File: config.mk
export PLATFORM = sky130hd
export DESIGN_NAME = ecc_scrub_ctrl_flat
export DESIGN_NICKNAME = d
export VERILOG_FILES = /design/src/rtl/ecc_scrub_ctrl_if.sv /design/src/rtl/ecc_scrub_ctrl.sv /design/src/flat_wrapper.sv
export SDC_FILE = /design/constraint.sdc
export NUM_CORES = 1
export LEC_CHECK = 0
export ABC_AREA = 1
export CAP_MARGIN = 40
export CORE_UTILIZATION = 45
export CTS_CLUSTER_DIAMETER = 30
export DETAILED_ROUTE_END_ITERATION = 10
export DONT_BUFFER_PORTS = 1
export GPL_TIMING_DRIVEN = 0
export PLACE_DENSITY = 0.67
export SKIP_CTS_REPAIR_TIMING = 1
export SYNTH_ARGS = -nofsm -noshare
export SYNTH_HDL_FRONTEND = slang
export SYNTH_SLANG_ARGS = --single-unit
File: constraint.sdc
create_clock -name clk -period 3.2 [get_ports clk]
set_input_delay 0.48 -clock clk [delete_from_list [all_inputs] [get_ports clk]]
set_output_delay 0.48 -clock clk [all_outputs]
set_load 0.01 [all_outputs]
File: src/rtl/ecc_scrub_ctrl_if.sv
// Shared memory port between the scrubber (master) and the port arbiter (slave).
// Codewords use bit indices 7:1 to match the Hamming(7,4) position numbering.
interface ecc_scrub_ctrl_if #(
    parameter int ADDR_W = 4
);
    logic              mem_req;
    logic              mem_gnt;
    logic              mem_we;
    logic [ADDR_W-1:0] mem_addr;
    logic [7:1]        mem_wdata;
    logic [7:1]        mem_rdata;
    logic              mem_rvalid;

    modport master (
        output mem_req, mem_we, mem_addr, mem_wdata,
        input  mem_gnt, mem_rdata, mem_rvalid
    );

    modport slave (
        input  mem_req, mem_we, mem_addr, mem_wdata,
        output mem_gnt, mem_rdata, mem_rvalid
    );
endinterface

File: src/rtl/ecc_scrub_ctrl.sv
// Background scrubber for Hamming(7,4) RAM: reads every word, corrects single-bit
// errors by writing back the fixed codeword, and keeps error statistics.
module ecc_scrub_ctrl #(
    parameter int ADDR_W = 4,
    parameter int DEPTH  = 16,
    parameter int CNT_W  = 8
) (
    input  logic              clk,
    input  logic              rst,
    input  logic              start,
    input  logic              abort,
    input  logic              parity_type,
    input  logic              clear_cnt,
    ecc_scrub_ctrl_if.master  mem,
    output logic              busy,
    output logic              done,
    output logic              err_pulse,
    output logic [CNT_W-1:0]  err_count,
    output logic [ADDR_W-1:0] last_err_addr
);
    typedef enum logic [2:0] {
        IDLE, RD_REQ, RD_WAIT, CHECK, WR_REQ, NEXT, DONE
    } state_t;

    localparam logic [ADDR_W-1:0] LAST_ADDR = ADDR_W'(DEPTH - 1);

    state_t            state;
    logic [ADDR_W-1:0] addr;
    logic [7:1]        rd_word;
    logic [7:1]        fix_word;
    logic [2:0]        chk_pos;
    logic              abort_q;

    // pos = {s3,s2,s1}; parity_type folds odd parity into every check.
    function automatic logic [2:0] syndrome(input logic [7:1] c, input logic p);
        return {c[4] ^ c[5] ^ c[6] ^ c[7] ^ p,
                c[2] ^ c[3] ^ c[6] ^ c[7] ^ p,
                c[1] ^ c[3] ^ c[5] ^ c[7] ^ p};
    endfunction

    always_comb begin
        chk_pos  = syndrome(rd_word, parity_type);
        fix_word = rd_word;
        for (int i = 1; i <= 7; i++)
            if (chk_pos == 3'(i)) fix_word[i] = ~rd_word[i];
    end

    always_ff @(posedge clk) begin
        if (rst) begin
            state         <= IDLE;
            addr          <= '0;
            rd_word       <= '0;
            abort_q       <= 1'b0;
            mem.mem_req   <= 1'b0;
            mem.mem_we    <= 1'b0;
            mem.mem_addr  <= '0;
            mem.mem_wdata <= '0;
            busy          <= 1'b0;
            done          <= 1'b0;
            err_pulse     <= 1'b0;
            err_count     <= '0;
            last_err_addr <= '0;
        end else begin
            done      <= 1'b0;
            err_pulse <= 1'b0;
            if (clear_cnt) err_count <= '0;
            if (state != IDLE && abort) abort_q <= 1'b1;

            case (state)
                IDLE: begin
                    abort_q <= 1'b0;
                    if (start) begin
                        addr         <= '0;
                        mem.mem_req  <= 1'b1;
                        mem.mem_we   <= 1'b0;
                        mem.mem_addr <= '0;
                        busy         <= 1'b1;
                        state        <= RD_REQ;
                    end
                end
                RD_REQ: begin
                    if (mem.mem_gnt) begin
                        mem.mem_req <= 1'b0;
                        state       <= RD_WAIT;
                    end
                end
                RD_WAIT: begin
                    // Syndrome is evaluated on the incoming word so err_pulse lines up with CHECK.
                    if (mem.mem_rvalid) begin
                        rd_word   <= mem.mem_rdata;
                        err_pulse <= |syndrome(mem.mem_rdata, parity_type);
                        state     <= CHECK;
                    end
                end
                CHECK: begin
                    if (chk_pos != 3'd0) begin
                        if (!clear_cnt && err_count != '1) err_count <= err_count + 1'b1;
                        last_err_addr <= addr;
                        mem.mem_req   <= 1'b1;
                        mem.mem_we    <= 1'b1;
                        mem.mem_addr  <= addr;
                        mem.mem_wdata <= fix_word;
                        state         <= WR_REQ;
                    end else begin
                        state <= NEXT;
                    end
                end
                WR_REQ: begin
                    if (mem.mem_gnt) begin
                        mem.mem_req <= 1'b0;
                        mem.mem_we  <= 1'b0;
                        state       <= NEXT;
                    end
                end
                NEXT: begin
                    if (abort_q) begin
                        abort_q <= 1'b0;
                        busy    <= 1'b0;
                        state   <= IDLE;
                    end else if (addr == LAST_ADDR) begin
                        done  <= 1'b1;
                        state <= DONE;
                    end else begin
                        addr         <= addr + 1'b1;
                        mem.mem_req  <= 1'b1;
                        mem.mem_we   <= 1'b0;
                        mem.mem_addr <= addr + 1'b1;
                        state        <= RD_REQ;
                    end
                end
                DONE: begin
                    // An abort seen here is dropped: the pass already completed.
                    abort_q <= 1'b0;
                    busy    <= 1'b0;
                    state   <= IDLE;
                end
                default: state <= IDLE;
            endcase
        end
    end
endmodule

File: src/flat_wrapper.sv
// flat-port wrapper written by rule: the top's interface ports become plain ports
module ecc_scrub_ctrl_flat 
#(
    parameter int ADDR_W = 4,
    parameter int DEPTH  = 16,
    parameter int CNT_W  = 8
)
  (clk, rst, start, abort, parity_type, clear_cnt, busy, done, err_pulse, err_count, last_err_addr, mem_mem_req, mem_mem_we, mem_mem_addr, mem_mem_wdata, mem_mem_gnt, mem_mem_rdata, mem_mem_rvalid);
  ecc_scrub_ctrl_if #(.ADDR_W(ADDR_W)) mem_i ();
  input  logic clk;
  input  logic rst;
  input  logic start;
  input  logic abort;
  input  logic parity_type;
  input  logic clear_cnt;
  output logic busy;
  output logic done;
  output logic err_pulse;
  output logic [CNT_W-1:0] err_count;
  output logic [ADDR_W-1:0] last_err_addr;
  output wire logic [$bits(mem_i.mem_req)-1:0] mem_mem_req;
  output wire logic [$bits(mem_i.mem_we)-1:0] mem_mem_we;
  output wire logic [$bits(mem_i.mem_addr)-1:0] mem_mem_addr;
  output wire logic [$bits(mem_i.mem_wdata)-1:0] mem_mem_wdata;
  input wire logic [$bits(mem_i.mem_gnt)-1:0] mem_mem_gnt;
  input wire logic [$bits(mem_i.mem_rdata)-1:0] mem_mem_rdata;
  input wire logic [$bits(mem_i.mem_rvalid)-1:0] mem_mem_rvalid;
  assign mem_mem_req = mem_i.mem_req;
  assign mem_mem_we = mem_i.mem_we;
  assign mem_mem_addr = mem_i.mem_addr;
  assign mem_mem_wdata = mem_i.mem_wdata;
  assign mem_i.mem_gnt = mem_mem_gnt;
  assign mem_i.mem_rdata = mem_mem_rdata;
  assign mem_i.mem_rvalid = mem_mem_rvalid;
  ecc_scrub_ctrl #(.ADDR_W(ADDR_W), .DEPTH(DEPTH), .CNT_W(CNT_W)) u_core (.clk(clk), .rst(rst), .start(start), .abort(abort), .parity_type(parity_type), .clear_cnt(clear_cnt), .mem(mem_i), .busy(busy), .done(done), .err_pulse(err_pulse), .err_count(err_count), .last_err_addr(last_err_addr));
endmodule
==> qor.txt <==
Max rail drop VDD: 412 µV
GPL Wtd Cong: 0.874
hold wc startpoint: mem_mem_rdata[3]
Final setup violation count: 0
multiplexer share of the synthesized area: 0%
clk sinks: 43
area of the multi-input gates: 1340 µm²
Crit Reg-Reg Endpoint: u_core.err_count[0]
post-route ant nets: 0
Final Max Tran Viols: 0
outcome: complete, no violations
clk root buf: clkbuf_8
Initial Util: 47.5%
H-tree levels: 2
Cells after DPL: 449
1st-iter DRT viols: 134
Yosys warning count: 0
CP max stage delay: 0.37 ns
total power: 1.97 mW
worst-skew pair later-pin latency: 0.30 ns
Max Cap Viol: 0
Hold Slack: 0.310 ns
die height: 76.1 µm
fill count: 537
largest family of logic cells by synthesized area: simple AND/OR/NAND/NOR gates
vias in the first global route: 2145
Hold EP: u_core.rd_word[4]
routed length per instance: 12.3 µm
diode count: 0
CP arrival: 1.99 ns
f_max: 560 MHz
Clock Pin Slew Worst Setup and Hold Paths: 0.08 ns
Via density: 5.10
largest net degree at the start of global routing: 14
ratio of total power to cell area: 735 nW/µm²
core area: 5200 µm²
initial antenna violation count: 0
final worst path period share: 55.8%
most common cell after layout, fill and taps aside: nand2_1
register area: 861 µm²
CTS tree: yes
layout cells sized above 1: 8.01%
layout overhead on the synthesized area: 8.30%
CP max stage cell: dfxtp_1
Worst Path Max Fanout: 10
GRT Total Usage: 20.4%
Seq/Total Area, Yosys: 34.8%
adder-cell share of the synthesized area: 1.01%
Avg Inst Size Synth: 6.52 µm²
Worst Hold Class: in2reg
CP most frequent cell: inv_1
die area: 5790 µm²
Synth cell types: 32
TritonCTS Buffers: 5
Post-Layout Cell Count: 457
Syn Std Cell Area: 2470 µm²
r2r startpoint: u_core.state[2]
TNS Setup: 0 ns
critical path startpoint category: flop
CTS max path bufs: 2
NumNets Final: 403
skew final: 0.00679 ns
Synth Area in Compound Gates: 14.2%
Ports: 43
#FFs+latches synth: 43
most frequent cells in the layout: nand2_1, nor2_1, inv_1, dfxtp_1, o21ai_0
setup slack, reg-to-reg: 1.41 ns
WL final: 5630 µm
Post-Synthesis Cells: 379
hold path depth: 2
CP cell instances: inv_1 > nand3_2 > inv_1 > buf_2 > nand3_1 > o21ai_0 > nor2_1
Pleak: 1.20 nW
grt ovf: 0
xor/xnor share of the synthesized area: 4.25%
Hold Violations, Final: 0
# port buffers: 0
Vias: 2332
worst r2r path cells: 7
Synthesized Nets: 396
row cnt: 26
critical path type: reg2reg
post-layout minimum cycle time: 1.79 ns
endpoint class of the critical path: flop
first-pass GRT wire length: 9570 µm
required time worst endpoint: 3.40 ns
Worst-Margin Slew: 0.542 ns
Post-Synth Simple-Gate Area: 34.5%
die width: 76.1 µm
length of the first detailed-routing pass in iterations: 4
RSZ-0062 raised after global routing: no
Final HPWL DP: 4190 µm
DRC: 0
slew margin rel.: 63.9%
==> metal layers <==
layer | global-route usage [%] | vias to the layer above | routed length, µm
li1 | - | 1227 | -
met1 | 26.2 | 1041 | 2820
met2 | 32.9 | 56 | 2430
met3 | 4.67 | 8 | 282
met4 | 8.65 | 0 | 99
met5 | 0 | - | 0
==> worst max-delay path by stage <==
stage,start,end,slack (ns)
5_1_grt,u_core.state[2],u_core.err_count[0],1.16
4_1_cts,u_core.state[2],u_core.err_count[0],1.42
3_3_place_gp,parity_type,u_core.err_count[6],1.43
6_report,u_core.state[2],u_core.err_count[0],1.41
2_1_floorplan,parity_type,u_core.mem.mem_wdata[3],1.59
3_5_place_dp,parity_type,u_core.err_count[6],1.41
==> logic make-up after synthesis <==
logic type / count (synthesis)
simple gates: 189
buf+inv: 68
compound gates: 65
flops: 43
xor+xnor: 12
fa+ha+maj: 2
==> cell type report <==
cell class	instances	area share (%)
buffer	8	1.68
clock buffer	6	3.09
clock inverter	2	1.31
inverter	60	8.60
multi-input combinational	268	49.9
sequential	43	32.2
tap	70	3.27
==> per-stage QoR <==
step | area, µm² | setup slack, ns | util (%)
3_3_place_gp | 2560 | 1.43 | 49.2
6_report | 2680 | 1.41 | 51.4
3_5_place_dp | 2560 | 1.41 | 49.2
2_1_floorplan | 2470 | 1.59 | -
4_1_cts | 2680 | 1.42 | 51.4
5_1_grt | 2680 | 1.16 | 51.4
==> state kept, by name, indices dropped and copies added (netlist names) <==
name	flops
u_core.rd_word	7
u_core.abort_q	1
u_core.err_count	8
u_core.mem.mem_we	1
u_core.done	1
u_core.last_err_addr	4
u_core.state	3
u_core.mem.mem_wdata	7
u_core.addr	4
u_core.busy	1
u_core.err_pulse	1
u_core.mem.mem_addr	4
u_core.mem.mem_req	1
==> cells in the mapped netlist (all sizes together) <==
master	instances	share of area (%)
a21oi	26	5.9
a22o	1	0.35
a31oi	2	0.51
buf	5	1.4
clkbuf	3	0.46
clkinv	1	0.15
dfxtp	43	35
ha	2	1.0
inv	59	9.2
nand2	80	14
nand3	29	6.8
nand4	14	3.5
nor2	62	9.8
nor3	4	0.81
o211ai	1	0.30
o21a	1	0.30
o21ai	34	6.9
xnor2	4	1.4
xor2	8	2.8
==> report_power, final <==
part	leakage, nW	switching, mW	total, mW	internal [mW]
sequential	0.349	0.119	0.755	0.636
clock	0.0612	0.194	0.446	0.253
combinational	0.786	0.510	0.766	0.255
==> worst max-delay path, delay by kind of cell, from the launching register on <==
family | cells | cell delay, ns
buf+inv | 3 | 0.72
compound gates | 1 | 0.18
flops | 1 | 0.37
simple gates | 3 | 0.40
No activity file was read; power rests on OpenSTA's default activity.
==> edit 1: new RTL, same flow settings <==
Encoding of `state_t`: now Gray code (3 bits for 7 states).
--- a/src/rtl/ecc_scrub_ctrl.sv
+++ b/src/rtl/ecc_scrub_ctrl.sv
@@ -19,7 +19,7 @@
     output logic [ADDR_W-1:0] last_err_addr
 );
     typedef enum logic [2:0] {
-        IDLE, RD_REQ, RD_WAIT, CHECK, WR_REQ, NEXT, DONE
+        IDLE = 3'b000, RD_REQ = 3'b001, RD_WAIT = 3'b011, CHECK = 3'b010, WR_REQ = 3'b110, NEXT = 3'b111, DONE = 3'b101
     } state_t;
 
     localparam logic [ADDR_W-1:0] LAST_ADDR = ADDR_W'(DEPTH - 1);
Function: no difference found for any inputs over 10 cycles, from zero or initial values and one cycle with rst high; not proved beyond that.
==> edit 1 against the unedited design <==
- power decreased by 9.6%
- sequential cell count did not move
- area after synthesis grew 0.91%
- setup slack worse by 0.15 ns
- wire length shrank 2.4%
- design area down 0.51%
- via count is 2.3% lower
- first-iteration DRC count decreased by 46%
- highest routed layer unchanged
==> edit 1: results (changes against the unedited design) <==
STA
  – Clock Skews: 0.009034 ns (+0.002242 ns)
  – Worst Max-Slew Pin Slew: 0.6224 ns (+0.08083 ns)

Global route
  – Largest net degree at the start of global routing: 13 (-1)
  – First-pass GRT wire length: 9363 um (-2.2%)
  – Vias in the first global route: 2105 (-1.9%)
  – Global Route Usage Sum: 0.1977 (-0.006672)

Placed design
  – GPL Wtd Cong: 0.9093 (+4.1%)
  – Placed cell area: 2581 um^2 (+0.88%)
  – Cells after DPL: 441 (-1.8%)
  – Post-DP HPWL: 4239 um (+1.3%)

Detailed routing
  – DRT iter0 DRCs: 73 (-46%)
  – Post-Route WL: 5493 um (-2.4%)

Synth
  – Dominant cells by area after synthesis: dfxtp_1 35%, nand2_1 11%, nor2_1 8.9%, inv_1 6.2%, a21oi_1 5.0%
  – Most frequent cells after synthesis: 74 x nand2_1, 59 x nor2_1, 43 x dfxtp_1, 41 x inv_1
  – Synth Area per Inst: 6.721 um^2 (+3.1%)
  – Register area share after synthesis: 0.3452 (-0.003146)
  – Unique masters post-synth: 36 (+13%)
  – Synthesized Nets: 388 (-2.0%)

Layout
  – Final Cell Area: 2663 um^2 (-0.51%)
  – Number of nets in the final layout: 395 (-2.0%)
  – FILL cells: 545 (+1.5%)
  – Non-Filler Instances: 449 (-1.8%)

Pwr
  – Static leakage: 0.001185 uW (-0.94%)
  – Worst-case vdd ir drop: 334.2 uV (-19%)
  – Fraction of power spent switching nets: 0.4177 (-0.0006183)

Critical path
  – Reg2Reg Depth: 12 (+5)
  – CP max stage delay: 0.44 ns (+0.07 ns)
  – RR Endpoint: u_core.err_count[4]
  – Critical Path AT: 2.10 ns (+0.11 ns)
  – Reg-to-Reg Start: u_core.err_count[1]

Outcome
  – Outcome: completed

Floorplan
  – Die X: 76.44 um (+0.44%)

Worst hold path
  – HP Start: rst
  – Min-Delay Path Depth: 1 (-1)
  – End point of the worst hold path: u_core.err_pulse

Clocking
  – Deepest clock path buffer count: 2 (unchanged)
-- edit 1: cell types whose count changed in the layout (fill, tap and decap cells not counted), moves of 3 or more --
cell,delta
nand4_1,-8
inv_1,-15
inv_2,+6
o21ai_2,+5
o21ai_1,-4
o21ai_0,-4
nand2_4,+3
-- edit 1: cells by family after synthesis --
| logic type | Yosys count | share of synthesized area |
|---|---|---|
| DFF | 43 | 0.3452 |
| buffers and inverters | 58 | 0.09584 |
| adders and majority gates | 2 | 0.01003 |
| xor gates and xnor gates | 13 | 0.04566 |
| AOI/OAI and AO/OA | 64 | 0.1435 |
| and+or+nand+nor | 191 | 0.3598 |
-- edit 1: critical path: cells and delay by family, from the launching register on --
family	cells	cell delay [ns]
flip-flops	1	0.44
adder cells (fa/ha/maj)	1	0.23
buffers and inverters	1	0.07
AO/OA/AOI/OAI	1	0.05
AND/OR/NAND/NOR	9	1.01
-- edit 1: per-layer routing --
layer	GRT usage	wire length, um	up-vias	share of wire
met3	0.04072	286	7	0.052
met1	0.2493	2628	1019	0.48
met4	0.08269	72	0	0.013
met2	0.3261	2506	53	0.46
li1	-	-	1200	-
met5	0	0	-	0
-- edit 1: worst max path at each step --
stage	slack, ns	cells after the start	to	from
final	1.27	12	u_core.err_count[4]	u_core.err_count[1]
after global routing	0.98	12	u_core.err_count[4]	u_core.err_count[1]
after CTS	1.28	12	u_core.err_count[7]	u_core.err_count[1]
after detailed placement	1.30	12	u_core.err_count[7]	u_core.err_count[1]
after global placement	1.31	12	u_core.err_count[7]	u_core.err_count[1]
after floorplan	1.52	12	u_core.err_count[7]	u_core.err_count[0]
-- edit 1: through the flow --
step | power [uW] | hold slack (ns) | worst slack, ns
floorplan | 1315 | 0.4625 | 1.522
detailed placement | 1456 | 0.5035 | 1.301
global route | 1923 | 0.2369 | 0.9835
CTS | 1792 | 0.2428 | 1.284
finish | 1777 | 0.2519 | 1.267
global placement | 1443 | 0.4940 | 1.307
-- edit 1: final cells by class --
cell class | count | area [um^2] | area share
tap | 70 | 87.58 | 0.03289
inverter | 49 | 183.9 | 0.06908
clock inverter | 1 | 5.005 | 0.001880
buffer | 9 | 55.05 | 0.02068
sequential | 43 | 860.8 | 0.3233
multi-input combinational | 270 | 1394 | 0.5235
clock buffer | 7 | 76.32 | 0.02867
-- edit 1: power groups by stage --
| stage | logic (uW) | registers (uW) | clock network [uW] |
|---|---|---|---|
| after floorplan | 551 | 764 | 0 |
| after detailed placement | 666 | 790 | 0 |
| after global routing | 762 | 794 | 366 |
| after global placement | 654 | 788 | 0 |
| final | 666 | 776 | 335 |
| after CTS | 669 | 778 | 345 |
==> edit 2: new RTL, config.mk and constraints unchanged <==
Made on the original files. `ADDR_W` is set to 4 in 3 places; all go to 3.
--- a/src/rtl/ecc_scrub_ctrl_if.sv
+++ b/src/rtl/ecc_scrub_ctrl_if.sv
@@ -1,7 +1,7 @@
 // Shared memory port between the scrubber (master) and the port arbiter (slave).
 // Codewords use bit indices 7:1 to match the Hamming(7,4) position numbering.
 interface ecc_scrub_ctrl_if #(
-    parameter int ADDR_W = 4
+    parameter int ADDR_W = 3
 );
     logic              mem_req;
     logic              mem_gnt;
--- a/src/rtl/ecc_scrub_ctrl.sv
+++ b/src/rtl/ecc_scrub_ctrl.sv
@@ -1,7 +1,7 @@
 // Background scrubber for Hamming(7,4) RAM: reads every word, corrects single-bit
 // errors by writing back the fixed codeword, and keeps error statistics.
 module ecc_scrub_ctrl #(
-    parameter int ADDR_W = 4,
+    parameter int ADDR_W = 3,
     parameter int DEPTH  = 16,
     parameter int CNT_W  = 8
 ) (
--- a/src/flat_wrapper.sv
+++ b/src/flat_wrapper.sv
@@ -1,7 +1,7 @@
 // flat-port wrapper written by rule: the top's interface ports become plain ports
 module ecc_scrub_ctrl_flat 
 #(
-    parameter int ADDR_W = 4,
+    parameter int ADDR_W = 3,
     parameter int DEPTH  = 16,
     parameter int CNT_W  = 8
 )
Ports: changed (resized last_err_addr and mem_mem_addr); port bits go from 43 to 41. The function was not compared with the original's and may differ.
==> edit 2 against the unedited design <==
- design area fell by 1.8%
- area after synthesis fell by 1.7%
- setup slack improved by 0.041 ns
- wire length fell by 9.7%
- power fell by 15%
- sequential share of layout area fell by 1.7 points
- clock skew fell by 0.0024 ns
- largest power group is now sequential cells
- clock power fell by 5.2%
- sequential cell count fell by 3
- critical path type unchanged
==> edit 2: results (changes against the unedited design) <==
Detailed routing
  – DRT iter0 DRCs: 113 (-16%)
  – Post-Route WL: 5081 um (-9.7%)
  – Via count: 2167 (-7.1%)

Critical path
  – RR Endpoint: u_core.mem.mem_addr[1]
  – Flop2flop setup slack: 1.46 ns (+0.04 ns)
  – Reg2Reg Depth: 8 (+1)
  – Reg-to-Reg Start: u_core.addr[0]
  – Crit Path Max Fanout: 6 (-4)

Global route
  – First-pass GRT wire length: 8625 um (-9.9%)
  – Vias in the first global route: 1944 (-9.4%)
  – Global Route Usage Sum: 0.1983 (-0.006003)

Layout
  – Fraction of layout cells with a size suffix above 1: 0.1389 (+0.05879)
  – Non-Filler Instances: 430 (-5.9%)
  – Area growth, synth to finish: 8.187%
  – Number of nets in the final layout: 377 (-6.5%)

STA
  – Clock Skews: 0.004398 ns (-0.002395 ns)
  – Worst Max-Slew Pin Slew: 0.5037 ns (-0.03781 ns)

Synth
  – Unique masters post-synth: 33 (+3.1%)
  – Register area share after synthesis: 0.3296 (-0.01880)
  – Dominant cells by area after synthesis: dfxtp_1 33%, nand2_1 10%, nor2_1 7.4%, inv_1 6.2%, o21ai_0 5.1%
  – Synthesized Nets: 370 (-6.6%)
  – Most frequent cells after synthesis: 66 x nand2_1, 48 x nor2_1, 40 x dfxtp_1, 40 x inv_1, 25 x o21ai_0

Pwr
  – Internal power: 1022 uW (-11%)
  – Static leakage: 0.001142 uW (-4.6%)
  – Worst-case vdd ir drop: 277.2 uV (-33%)

Placed design
  – Cells after DPL: 422 (-6.0%)
  – Post-DP HPWL: 3914 um (-6.5%)
  – GPL Wtd Cong: 0.8573 (-1.9%)

Outcome
  – Outcome: completed
==> edit 2: changes by cell type in the layout (fill, tap and decap cells not counted), moves of 3 or more <==
cell / before / now
inv_1: 56 / 40
nor2_1: 60 / 48
buf_6: 1 / 7
inv_2: 2 / 8
nand2_1: 72 / 66
xnor2_1: 4 / 8
dfxtp_1: 43 / 40
nor3_2: 0 / 3
o21ai_0: 28 / 25
o21ai_2: 0 / 3
==> edit 2: power by group through the flow <==
stage               registers [uW]  logic (uW)  clock network (uW)
floorplan                      654         500                   0
global placement               671         574                   0
detailed placement             672         586                   0
CTS                            660         588                 434
global route                   672         665                 452
finish                         659         586                 423
==> edit 2: kinds of logic (layout without fill, tap and decap cells) <==
logic type | after synthesis | after routing | synth area share
simple gates | 172 | 172 | 0.3429
compound gates | 64 | 64 | 0.1473
fa+ha+maj | 3 | 3 | 0.01545
flops | 40 | 40 | 0.3296
buf+inv | 59 | 67 | 0.1143
xor+xnor | 14 | 14 | 0.05046
==> edit 2: cell type report <==
| cell class | instances | area [um^2] |
|---|---|---|
| buffer | 10 | 91.34 |
| clock buffer | 5 | 68.82 |
| clock inverter | 3 | 42.54 |
| fill | 550 | 2511 |
| inverter | 49 | 186.4 |
| multi-input combinational | 253 | 1351 |
| sequential | 40 | 800.8 |
| tap | 70 | 87.58 |
==> edit 2: worst max-delay path, cell delays in order (launching register included) <==
cell and delay (ns):
dfxtp_1 0.36, ha_1 0.21, ha_1 0.20, inv_1 0.10, o21ai_0 0.12, nor3_2 0.36
nand4_1 0.16, nand2_1 0.09, nor2_1 0.04
==> edit 2: routing by layer <==
layer  GRT usage  vias up  share of wire
li1            -     1156              -
met1      0.2662      953           0.50
met2      0.3095       50           0.42
met3     0.05159        8          0.059
met4     0.06790        0          0.019
met5           0        -              0
==> edit 2: worst max-delay path by stage <==
stage / from / end / slack [ns] / cells after the start
global route: u_core.err_count[0] / u_core.err_count[4] / 1.27 / 11
global placement: rst / u_core.addr[2] / 1.47 / 5
detailed placement: rst / u_core.mem.mem_wdata[1] / 1.44 / 5
finish: u_core.addr[0] / u_core.mem.mem_addr[1] / 1.46 / 8
CTS: u_core.addr[0] / u_core.mem.mem_addr[1] / 1.45 / 8
floorplan: parity_type / u_core.mem.mem_wdata[2] / 1.67 / 11
==> edit 2: per-stage QoR <==
| step | area, um^2 | hold slack [ns] | total power, uW | worst slack, ns |
|---|---|---|---|---|
| after detailed placement | 2517 | 0.5234 | 1258 | 1.442 |
| after global placement | 2517 | 0.5213 | 1245 | 1.467 |
| after floorplan | 2430 | 0.4701 | 1154 | 1.667 |
| after global routing | 2629 | 0.3136 | 1790 | 1.271 |
| after CTS | 2629 | 0.3064 | 1683 | 1.453 |
| final | 2629 | 0.3104 | 1667 | 1.455 |
